**config.mk**
```make
export PLATFORM = sky130hd
export DESIGN_NAME = mem_arbiter
export DESIGN_NICKNAME = d
export VERILOG_FILES = /design/src/rtl/mem_arbiter.sv
export SDC_FILE = /design/constraint.sdc
export NUM_CORES = 1
export LEC_CHECK = 0
export CORE_AREA = 2 2 333 335
export DETAILED_ROUTE_END_ITERATION = 8
export DIE_AREA = 0 0 335 337
export GPL_TIMING_DRIVEN = 0
export HOLD_SLACK_MARGIN = 0.1
export PLACE_DENSITY = 0.38
export SLEW_MARGIN = 20
export SYNTH_ARGS = -nofsm -noshare
export SYNTH_HDL_FRONTEND = slang
export SYNTH_SLANG_ARGS = --single-unit
```
**constraint.sdc**
```tcl
create_clock -name clk -period 22.3 [get_ports clk]
set_input_delay 2.23 -clock clk [delete_from_list [all_inputs] [get_ports clk]]
set_output_delay 2.23 -clock clk [all_outputs]
set_load 0.01 [all_outputs]
```
**src/rtl/mem_arbiter.sv**
```systemverilog
// Two-client round-robin arbiter merging I-cache and D-cache block
// requests onto a single registered L2/memory port.
module mem_arbiter #(
  parameter int ADDR_W = 28,
  parameter int DATA_W = 128
) (
  input  logic              clk,
  input  logic              proc_reset,
  input  logic              i_read,
  input  logic              i_write,
  input  logic [ADDR_W-1:0] i_addr,
  input  logic [DATA_W-1:0] i_wdata,
  output logic [DATA_W-1:0] i_rdata,
  output logic              i_ready,
  input  logic              d_read,
  input  logic              d_write,
  input  logic [ADDR_W-1:0] d_addr,
  input  logic [DATA_W-1:0] d_wdata,
  output logic [DATA_W-1:0] d_rdata,
  output logic              d_ready,
  output logic              mem_read,
  output logic              mem_write,
  output logic [ADDR_W-1:0] mem_addr,
  output logic [DATA_W-1:0] mem_wdata,
  input  logic [DATA_W-1:0] mem_rdata,
  input  logic              mem_ready
);

  typedef enum logic [1:0] {
    IDLE,
    BUSY,
    DONE
  } state_t;

  state_t r_state;
  logic   r_last_d;
  logic   r_fresh;

  logic              w_i_pend;
  logic              w_d_pend;
  logic              w_grant_d;
  logic              w_wr;
  logic [ADDR_W-1:0] w_addr;
  logic [DATA_W-1:0] w_wdata;

  // The last owner may still hold its request in the first idle
  // cycle after its ready pulse; that request is not a new one.
  assign w_i_pend  = (i_read | i_write) & ~(r_fresh & ~r_last_d);
  assign w_d_pend  = (d_read | d_write) & ~(r_fresh & r_last_d);
  assign w_grant_d = w_d_pend & (~w_i_pend | ~r_last_d);
  assign w_wr      = w_grant_d ? d_write : i_write;
  assign w_addr    = w_grant_d ? d_addr  : i_addr;
  assign w_wdata   = w_grant_d ? d_wdata : i_wdata;

  always_ff @(posedge clk or posedge proc_reset) begin
    if (proc_reset) begin
      r_state   <= IDLE;
      r_last_d  <= 1'b1;
      r_fresh   <= 1'b0;
      mem_read  <= 1'b0;
      mem_write <= 1'b0;
      mem_addr  <= '0;
      mem_wdata <= '0;
      i_rdata   <= '0;
      d_rdata   <= '0;
      i_ready   <= 1'b0;
      d_ready   <= 1'b0;
    end else begin
      unique case (r_state)
        IDLE: begin
          r_fresh <= 1'b0;
          if (w_i_pend | w_d_pend) begin
            r_last_d  <= w_grant_d;
            mem_write <= w_wr;
            mem_read  <= ~w_wr;
            mem_addr  <= w_addr;
            mem_wdata <= w_wdata;
            r_state   <= BUSY;
          end
        end
        BUSY: begin
          if (mem_ready) begin
            mem_read  <= 1'b0;
            mem_write <= 1'b0;
            if (mem_read) begin
              if (r_last_d) d_rdata <= mem_rdata;
              else          i_rdata <= mem_rdata;
            end
            if (r_last_d) d_ready <= 1'b1;
            else          i_ready <= 1'b1;
            r_state <= DONE;
          end
        end
        DONE: begin
          i_ready <= 1'b0;
          d_ready <= 1'b0;
          r_fresh <= 1'b1;
          r_state <= IDLE;
        end
        default: r_state <= IDLE;
      endcase
    end
  end

endmodule

```
After elaboration in Yosys (flattened, before gate mapping). Cells that the tools add are included.

Output and inout bits: 416. Flip-flop bits (word level): 420. Input bits: 447.

Muxes and demuxes: 18. Reductions and logical operators: 11. Bitwise logic cells: 14. Eq/ne operators: 6.

Operators with widths (number): 128-bit two-way mux (1); 28-bit two-way mux (1); 1-bit case mux with 2 select lines (5); 3-bit AND reduction (3); 1-bit two-way mux (8); 2-bit inequality test, second input constant (4); 4-bit AND reduction (2); 2-bit nonzero test (3); 1-bit AND (5); 1-bit NOT (5); 2-bit two-way mux (2); 1-bit OR (4); 2-bit case mux with 2 select lines (1); 2-bit AND reduction (2); 2-bit by 1-bit equality test with 1-bit output, second input constant (1); 2-bit equality test, second input constant (1); 2-bit zero test (1).

Depth between registers and ports, before layout. Gate-level depths: netlist of the first run.

Depth after elaboration: 11. Depth in mapped cells: 6.

Worst setup path before layout of the first run. OpenSTA, ideal clock, no wires.

Path type: input -> register. Start point: input port mem_ready. End point: register i_rdata[100]. Required time: 22.175 ns. Library setup time: 0.125 ns. Data arrival time: 3.396 ns. Stages: 6. Path buffers: 2. Path slack: 18.779 ns. Cells stage by stage: nor2b_1 and2_4 and3_1 buf_6 buf_6 mux2_4.

Cells in the longest elaborated chain, start to end: 1.

Ends and longest elaborated chain: start: declaration (RTL line 26) `input logic mem_ready`; 4-bit AND reduction (no source line); end signal: assignment (RTL line 87) `else i_rdata <= mem_rdata;`; end: declaration (RTL line 13) `output logic [DATA_W-1:0] i_rdata,`.

No other way between the ends. A chain may end at the register's enable or synchronous reset.

Worst setup path in the final report of the first run.
Start point: input port i_write. End point: register mem_wdata[74].

Cells in the longest elaborated chain, start to end: 6. Elaborated cells on any way between the ends: 8. Classes of those cells: 1 x mux; 6 x bitwise; 1 x reduce/logical.

Ends and longest elaborated chain: start: declaration (RTL line 10) `input logic i_write,`; 1-bit OR * (RTL line 48) `assign w_i_pend = (i_read | i_write) & ~(r_fresh & ~r_last_d);`; 1-bit AND * (RTL line 48); 1-bit NOT (RTL line 50) `assign w_grant_d = w_d_pend & (~w_i_pend | ~r_last_d);`; 1-bit OR (RTL line 50); 1-bit AND (RTL line 50); 128-bit two-way mux (RTL line 53) `assign w_wdata = w_grant_d ? d_wdata : i_wdata;`; end signal: assignment (RTL line 77) `mem_wdata <= w_wdata;`; end: declaration (RTL line 24) `output logic [DATA_W-1:0] mem_wdata,`.

Mark *: on every way between the ends. The rest lies on a longest branch, timed or not.

==> results list, run 1 <==
- Share of the synthesized area in the top cell type: 58.3%
- Internal power comes to about 2.8 mW.
* Via Count: 14700
- Yosys attributes the largest share of cell area to sky130_fd_sc_hd__dfrtp_1 (58%), sky130_fd_sc_hd__mux2i_1 (8.8%), sky130_fd_sc_hd__mux2_2 (8.6%), sky130_fd_sc_hd__mux2_4 (8.3%), sky130_fd_sc_hd__a31oi_1 (5.4%).
* Cell count after placement: 3584
* Result of the run: finished clean
- Logic pwr share: 47.9%
* Areal power density over the cells: between 100 and 150 mW/mm^2
- Derived from the worst setup path, the maximum achievable clock frequency is ~220 MHz.
* Asr flop ratio synth: between 90% and 100%
- In this run the number of H-tree levels came out at 2.
* Leak: around 13 nW
* Unrepaired setup endpoints after global routing: false
- The number of setup buffers added after CTS is 0.
- No sink is reached through more buffers than the 3 on the longest clock path.
* Number of remaining DRC errors: 0
- Switching component of the power: between 1.5 and 2 mW
- Wire length of the first global-routing pass: approximately 120 mm
- Synthesized net count: 1739
- Arrival time worst endpoint: 5.09 ns
- ANT nets after route: 0
* Count of different cell masters after synthesis: 31
- Register Area: roughly 0.011 sq mm
- Endpoint class of the critical path: flop
* Relative contribution of sequential cells to total power: 31.1%
- The first detailed-routing pass ran for 5 iterations.
- Shortest clock period the worst path allows after layout: 4.64 ns
- Maximum fanout count along the critical path: 10
- Count of flip-flops with a built-in enable after synthesis: 0
- TritonCTS built the clock tree.
- Detailed Place HPWL: 68.5 mm
- CTS Buf Count: 54
* Initial antenna violation count: 13
* Worst vdd rail ir drop: roughly 0.048 mV
- Setup violations, final: 0
- Count of final hold-check violations: 0
* Fraction of final layout cells with drive strength greater than 1: a little under a fifth
- Per-cell routed wire length: 23.2 microns
- In the final layout, the multi-input gates occupy 0.00678 sq mm.
- The floorplan step set the die width to roughly 340 microns.
- The initial utilization of the core area, before any placement, comes to 16.4%.
* Number of flip-flops and latches in the synthesized netlist: 420
* Fraction of the core area covered by cells at the end of the flow: 27.7%
- The floorplan step set the die height to ~340 microns.
- Area growth syn-to-layout: 68.8%
- Clock Power Share: a little over a fifth
* Most instantiated flip-flop cell in the synthesis netlist: sky130_fd_sc_hd__dfrtp_1
* Number of placed I/O pins: roughly 860
- Synthesis produced around 1300 cells.
- Worst Setup Start Kind: input port
* Max-Slew Margin vs Limit: between 40% and 50%
- The tree is rooted in a sky130_fd_sc_hd__clkbuf_16.
* Number of buffer cells added on primary ports: 862
- Yosys printed 0 warnings.
* Summed instance area of the synthesized netlist: 0.0180 sq mm
- Global routing used between 10 and 15% of the available tracks across all layers.
* Path type of the worst min-delay path: reg -> reg
- Wires add up to roughly 86 mm.
- The die covers between 0.1 and 0.15 sq mm.
- Summed over all instances, the cell type with the most area after synthesis is sky130_fd_sc_hd__dfrtp_1.
* Post-placement setup slack: about 17 ns
* Filler instances: 11400
* Count of max-cap constraint violations: 0
* Worst setup margin: 17.66 ns
- Worst-margin pin slew: between 0.7 and 0.8 ns
- At the worst endpoint, the required time is approximately 23 ns.
* Number of cells in the finished layout apart from fillers: roughly 3700
- WS Path Type: in -> reg
* Net count, final: 2661
- Final weighted congestion in routability-driven placement: around 0.8
- The first routing iteration left 562 violations.
- Sequential cell area fraction in the yosys report: about three fifths
- After clock tree synthesis, the clock-pin slew on the worst setup and hold paths is 0.06 ns.
- For the final routed database, the setup TNS stands at 0 ns.
- Syn_area_per_cell: between 10 and 15 sq um
* Dominant cell by count in the synthesized netlist: sky130_fd_sc_hd__dfrtp_1
- Max Slew Vio Count: 0
- Final hold slack: between 0.4 and 0.5 ns
* GR Overflow Total: 0
- CTS saw 420 sinks.
* Largest net degree at the start of global routing: roughly 100
- Synth cell count leaders: sky130_fd_sc_hd__dfrtp_1 (419), sky130_fd_sc_hd__a21oi_1 (159), sky130_fd_sc_hd__mux2i_1 (158)
- Final period utilization: 20.8%
- Net Sw Frac: 35.3%
- Post-CTS Hold Fix Bufs: 0
- Detailed-route vias per instance: roughly 4.0
- Clock latency on the worst-skew pair, taken at its later pin, is between 0.6 and 0.7 ns.
- Post-CTS repair changed the size of 0 cells.
* Number of global-route vias before repair: about 16000
* Number of standard-cell rows in the floorplan: 122
- Worst Clk Skew: around 0.024 ns
- Floorplan Core Area: between 0.1 and 0.15 sq mm
path summary, 6_finish.rpt:
check                                    startpoint                         end  slack [ns]  depth (start not counted)
min                        i_rdata[118]$_DFFE_PP0P_    i_rdata[118]$_DFFE_PP0P_        0.49                          1
max                                         i_write   mem_wdata[74]$_DFFE_PP0P_       17.66                          7
min reg2reg                i_rdata[118]$_DFFE_PP0P_    i_rdata[118]$_DFFE_PP0P_        0.49                          1
max in group asynchronous                proc_reset  mem_wdata[110]$_DFFE_PP0P_       18.78                          4
max reg2reg                    r_last_d$_DFFE_PP1P_   mem_wdata[74]$_DFFE_PP0P_       19.20                          6
min in group asynchronous                proc_reset     d_rdata[47]$_DFFE_PP0P_        2.07                          2
per-stage QoR:
stage	power [mW]	cell area, sq um
after floorplan	2.25	18000
after global placement	3.49	28400
after detailed placement	3.51	28500
after CTS	4.47	30400
after global routing	4.63	30400
final	4.37	30400
state kept, by name, indices dropped and copies added (netlist names):
register,count
d_rdata,128
d_ready,1
i_rdata,128
i_ready,1
mem_addr,28
mem_read,1
mem_wdata,128
mem_write,1
r_fresh,1
r_last_d,1
r_state,2
power groups by stage:
stage                     Sequential [mW]  Clock [mW]  Combinational, mW
after global routing                 1.41       0.988               2.24
final                                1.36       0.917               2.10
after detailed placement             1.37           0               2.14
after global placement               1.36           0               2.13
after floorplan                      1.51           0              0.739
after CTS                            1.36       0.959               2.14
metal layers:
metal,track usage (%),part of all wire (%),vias up
met1,16.3,39,7249
li1,-,-,6634
met3,5.45,8.4,131
met5,0,0.13,-
met4,5.06,3.4,16
met2,25.3,50,652
cells in the final DEF (no fill, tap or decap), drive strengths merged:
cell type,Yosys,layout
nor2,3,3
o21ai,4,4
buf,94,98
dfrtp,419,419
diode,0,3
nand2b,1,1
nor3,3,3
and2,2,2
clkbuf,19,95
bufinv,0,6
a21oi,159,159
mux2,258,258
and3,1,1
inv,5,6
nor3b,1,1
a31oi,156,156
clkinvlp,0,4
dfstp,1,1
o22ai,2,2
mux2i,158,158
nand2,1,1
clkinv,0,12
nor2b,2,2
a2bb2oi,1,1
nor4,1,1
nand3,1,1
clkdlybuf4s50,0,862
layout make-up:
cell class	instances	area share [%]
Buffer	113	2.27
Clock inverter	23	0.955
Clock buffer	76	5.12
Timing Repair Buffer	866	28.8
Sequential cell	420	34.6
Inverter	5	0.0865
Multi-Input combinational cell	754	22.3
Antenna cell	3	0.0247
Tap cell	1426	5.87
logic make-up after synthesis:
family / after synthesis / synth area share (%)
AO/OA/AOI/OAI: 322 / 10.1
AND/OR/NAND/NOR: 16 / 0.521
multiplexers: 416 / 27.0
buffers and inverters: 118 / 3.93
flip-flops: 420 / 58.4
worst max-delay path: stages:
cell	delay (ns)
sky130_fd_sc_hd__clkdlybuf4s50_1	0.54
sky130_fd_sc_hd__nor3_1	0.08
sky130_fd_sc_hd__o22ai_2	0.30
sky130_fd_sc_hd__buf_2	0.48
sky130_fd_sc_hd__buf_2	0.51
sky130_fd_sc_hd__mux2i_1	0.74
sky130_fd_sc_hd__a31oi_1	0.18
(Power assumes the default switching activity.)
==> inputs of run 2 (changes only) <==
Settings changed: PLACE_DENSITY 0.38 to 0.4.
Clock period 22.3 ns to 4 ns, I/O delays scaled along.
==> run 2 against run 1 <==
- combinational power rose to 5.5 times the previous value
- die area did not move
- via count rose by 0.65%
- clock power rose to 5.5 times the previous value
- critical path depth fell by 1
- global-route usage fell by 0.88 points
- critical endpoint is now mem_wdata[73]$_DFFE_PP0P_
==> results list, run 2 (synthesis gave the netlist of run 1 again) <==
- Per-cell routed wire length: roughly 22 microns
- By instance count, the cell type seen most on the critical path is sky130_fd_sc_hd__buf_2.
* Critical path buffers and inverters: 3
* Fraction of the core area covered by cells at the end of the flow: around 28%
* Via Count: 14800
- The multi-input combinational cells in the finished layout cover a total of approximately 0.0068 sq mm.
* Final period utilization: ~75%
- Number of buffers between clock root and the deepest sink: 3
- Entering global routing, the biggest net connects 34 pins.
- Routed wire length: just over 80 mm
- Register Area: between 0.01 and 0.015 sq mm
* Total negative setup slack: 0 ns
* Wire length of the first global-routing pass: approximately 110 mm
- At the worst endpoint, the arrival time is between 3 and 4 ns.
* Clock tree root buffer cell: sky130_fd_sc_hd__clkbuf_16
- ANT nets after route: 0
* Fraction of final layout cells with drive strength greater than 1: around a fifth
- Max Slew Vio Count: 0
- Unrepaired setup endpoints after global routing: false
- In this run the critical register-to-register path is captured at mem_wdata[73]$_DFFE_PP0P_.
* Max-Slew Margin vs Limit: between 40 and 50%
* Count of max-cap constraint violations: 0
- Finished Cell Area: between 0.03 and 0.04 sq mm
* Worst Setup Start Kind: flop
* Post_cts resized: 0
* Number of remaining DRC errors: 0
- Die Ht: 337 microns
* Post-CTS setup repair buffer count: 0
- CTS Buf Count: 52
- The smallest clock period supported by the final layout is computed as between 3 and 4 ns.
- Path type of the worst min-delay path: in -> async
- From synthesis to final layout, the design area changed by 69.9%.
- Across the routed clock network, the largest skew measured is roughly 0.015 ns.
- The critical path goes through inv_1, o22ai_2, buf_2, buf_2, mux2i_1, a31oi_1.
- Initial antenna violation count: 8
* Floorplan Core Area: around 0.11 sq mm
* Number of placed I/O pins: approximately 860
- Number of buffer cells added on primary ports: 862
* Worst-skew pair later-pin latency: around 0.62 ns
- After detailed placement, the total cell area comes to between 0.02 and 0.03 sq mm.
- Post-CTS Hold Fix Bufs: 0
- In this run the power density over the cells is between 700 and 800 mW/mm^2.
- Maximum fanout count along the critical path: 10
- WS Path Type: reg -> reg
- Fmax: 331 MHz
* Leak: between 10 and 15 nW
* Clock tree from TritonCTS: built
* Detailed Place HPWL: ~66 mm
* X dimension of the die: between 300 and 400 microns
- The via count of the first global-routing pass was ~16000.
* Endpoint class of the critical path: flop
- Setup violations remaining at the end of the flow were counted as 0.
- For this run, the post-layout net count is approximately 2700.
- Clock-pin slew reported for the worst setup and hold paths after clock tree synthesis: ~0.060 ns
- The flow ran to the end, and the final reports show no timing, DRC or antenna violations.
- Registers with the most flip-flops: d_rdata x128, i_rdata x128, mem_wdata x128
- The floorplan step defined a die boundary enclosing around 0.11 sq mm.
* Filler instances: ~11000
- CP startpoint: r_last_d$_DFFE_PP1P_
- The first detailed-routing pass ran for 5 iterations.
- Clock tree synthesis found a total of between 400 and 500 sinks.
* Critical path destination: mem_wdata[73]$_DFFE_PP0P_
- Total stage count of the critical path: 6
- The top cell types in the final layout, fill and taps aside, are sky130_fd_sc_hd__clkdlybuf4s50_1 (862), sky130_fd_sc_hd__dfrtp_1 (419), sky130_fd_sc_hd__a21oi_1 (159).
* Number of standard-cell rows in the floorplan: around 120
* Final weighted congestion in routability-driven placement: 0.830
* Overall Global Routing Usage: a little over an eighth
- STA puts the critical path data required time at 4.45 ns.
* Delay of the slowest critical-path stage: between 0.7 and 0.8 ns
- The clock tree synthesis step divided the H-tree into 2 levels.
- Across the VDD grid, the largest voltage drop is 0.278 mV.
- The number of failing hold endpoints at the final stage was 0.
- In the routed layout, each cell is associated on average with a via count of about 4.0.
- The largest individual stage delay along the critical path comes from the cell sky130_fd_sc_hd__mux2i_1.
- In this run, the number of DRC markers left after iteration 0 of detailed routing was approximately 580.
- FF-to-FF Start: r_last_d$_DFFE_PP1P_
* Final hold slack: between 0.15 and 0.2 ns
* Setup slack of the worst register-to-register path: 0.98 ns
* Most common library cell in the layout ignoring fill and taps: sky130_fd_sc_hd__clkdlybuf4s50_1
- Starting Density: 16.4%
- The total overflow left after global routing is 0.
- R2R cell count: 6
* Worst-margin pin slew: 0.859 ns
- The kind of cell with the highest combined delay along the critical path is buffers and inverters.
## run 2: worst min path at each step
stage | slack, ns | startpoint | depth (start not counted) | end
after floorplan | 0.49 | r_state[1]$_DFFE_PP0P_ | 1 | r_state[0]$_DFFE_PP0P_
after global placement | 0.47 | i_rdata[120]$_DFFE_PP0P_ | 1 | i_rdata[120]$_DFFE_PP0P_
after detailed placement | 0.48 | i_rdata[123]$_DFFE_PP0P_ | 1 | i_rdata[123]$_DFFE_PP0P_
after CTS | 0.14 | proc_reset | 2 | d_rdata[76]$_DFFE_PP0P_
after global routing | 0.19 | proc_reset | 2 | d_rdata[76]$_DFFE_PP0P_
final | 0.19 | proc_reset | 2 | i_rdata[74]$_DFFE_PP0P_
## run 2: report_power, final
part / total (mW) / leakage [nW] / switching (mW) / internal (mW)
registers: 7.54 / 4.96 / 1.18 / 6.36
clock network: 5.03 / 0.913 / 1.97 / 3.06
logic: 11.6 / 6.81 / 5.31 / 6.34
## run 2: layer usage
layer | track usage, % | share of wire, % | wire [microns]
met5 | 0 | 0.042 | 34
met2 | 24.5 | 51 | 41100
met1 | 15.0 | 37 | 30100
met4 | 4.59 | 3.2 | 2610
met3 | 4.78 | 8.6 | 6920
## run 2: cell type report
| cell class | instances | share of cell area, % |
|---|---|---|
| repair buffers | 877 | 29.3 |
| multi-input cells | 754 | 22.2 |
| well taps | 1426 | 5.83 |
| clock buffers | 80 | 5.32 |
| flip-flops and latches | 420 | 34.4 |
| clock inverters | 16 | 0.704 |
| plain buffers | 113 | 2.25 |
| diodes | 2 | 0.0164 |
| inverters | 5 | 0.0736 |
## run 2: per-stage QoR
step	setup WS, ns	power, mW	instances
final	0.981	24.2	3693
after global routing	0.829	25.6	3693
after CTS	0.877	24.7	3691
after detailed placement	0.560	19.5	3595
after global placement	-5.26	19.3	3580
after floorplan	-2.06	12.5	1292
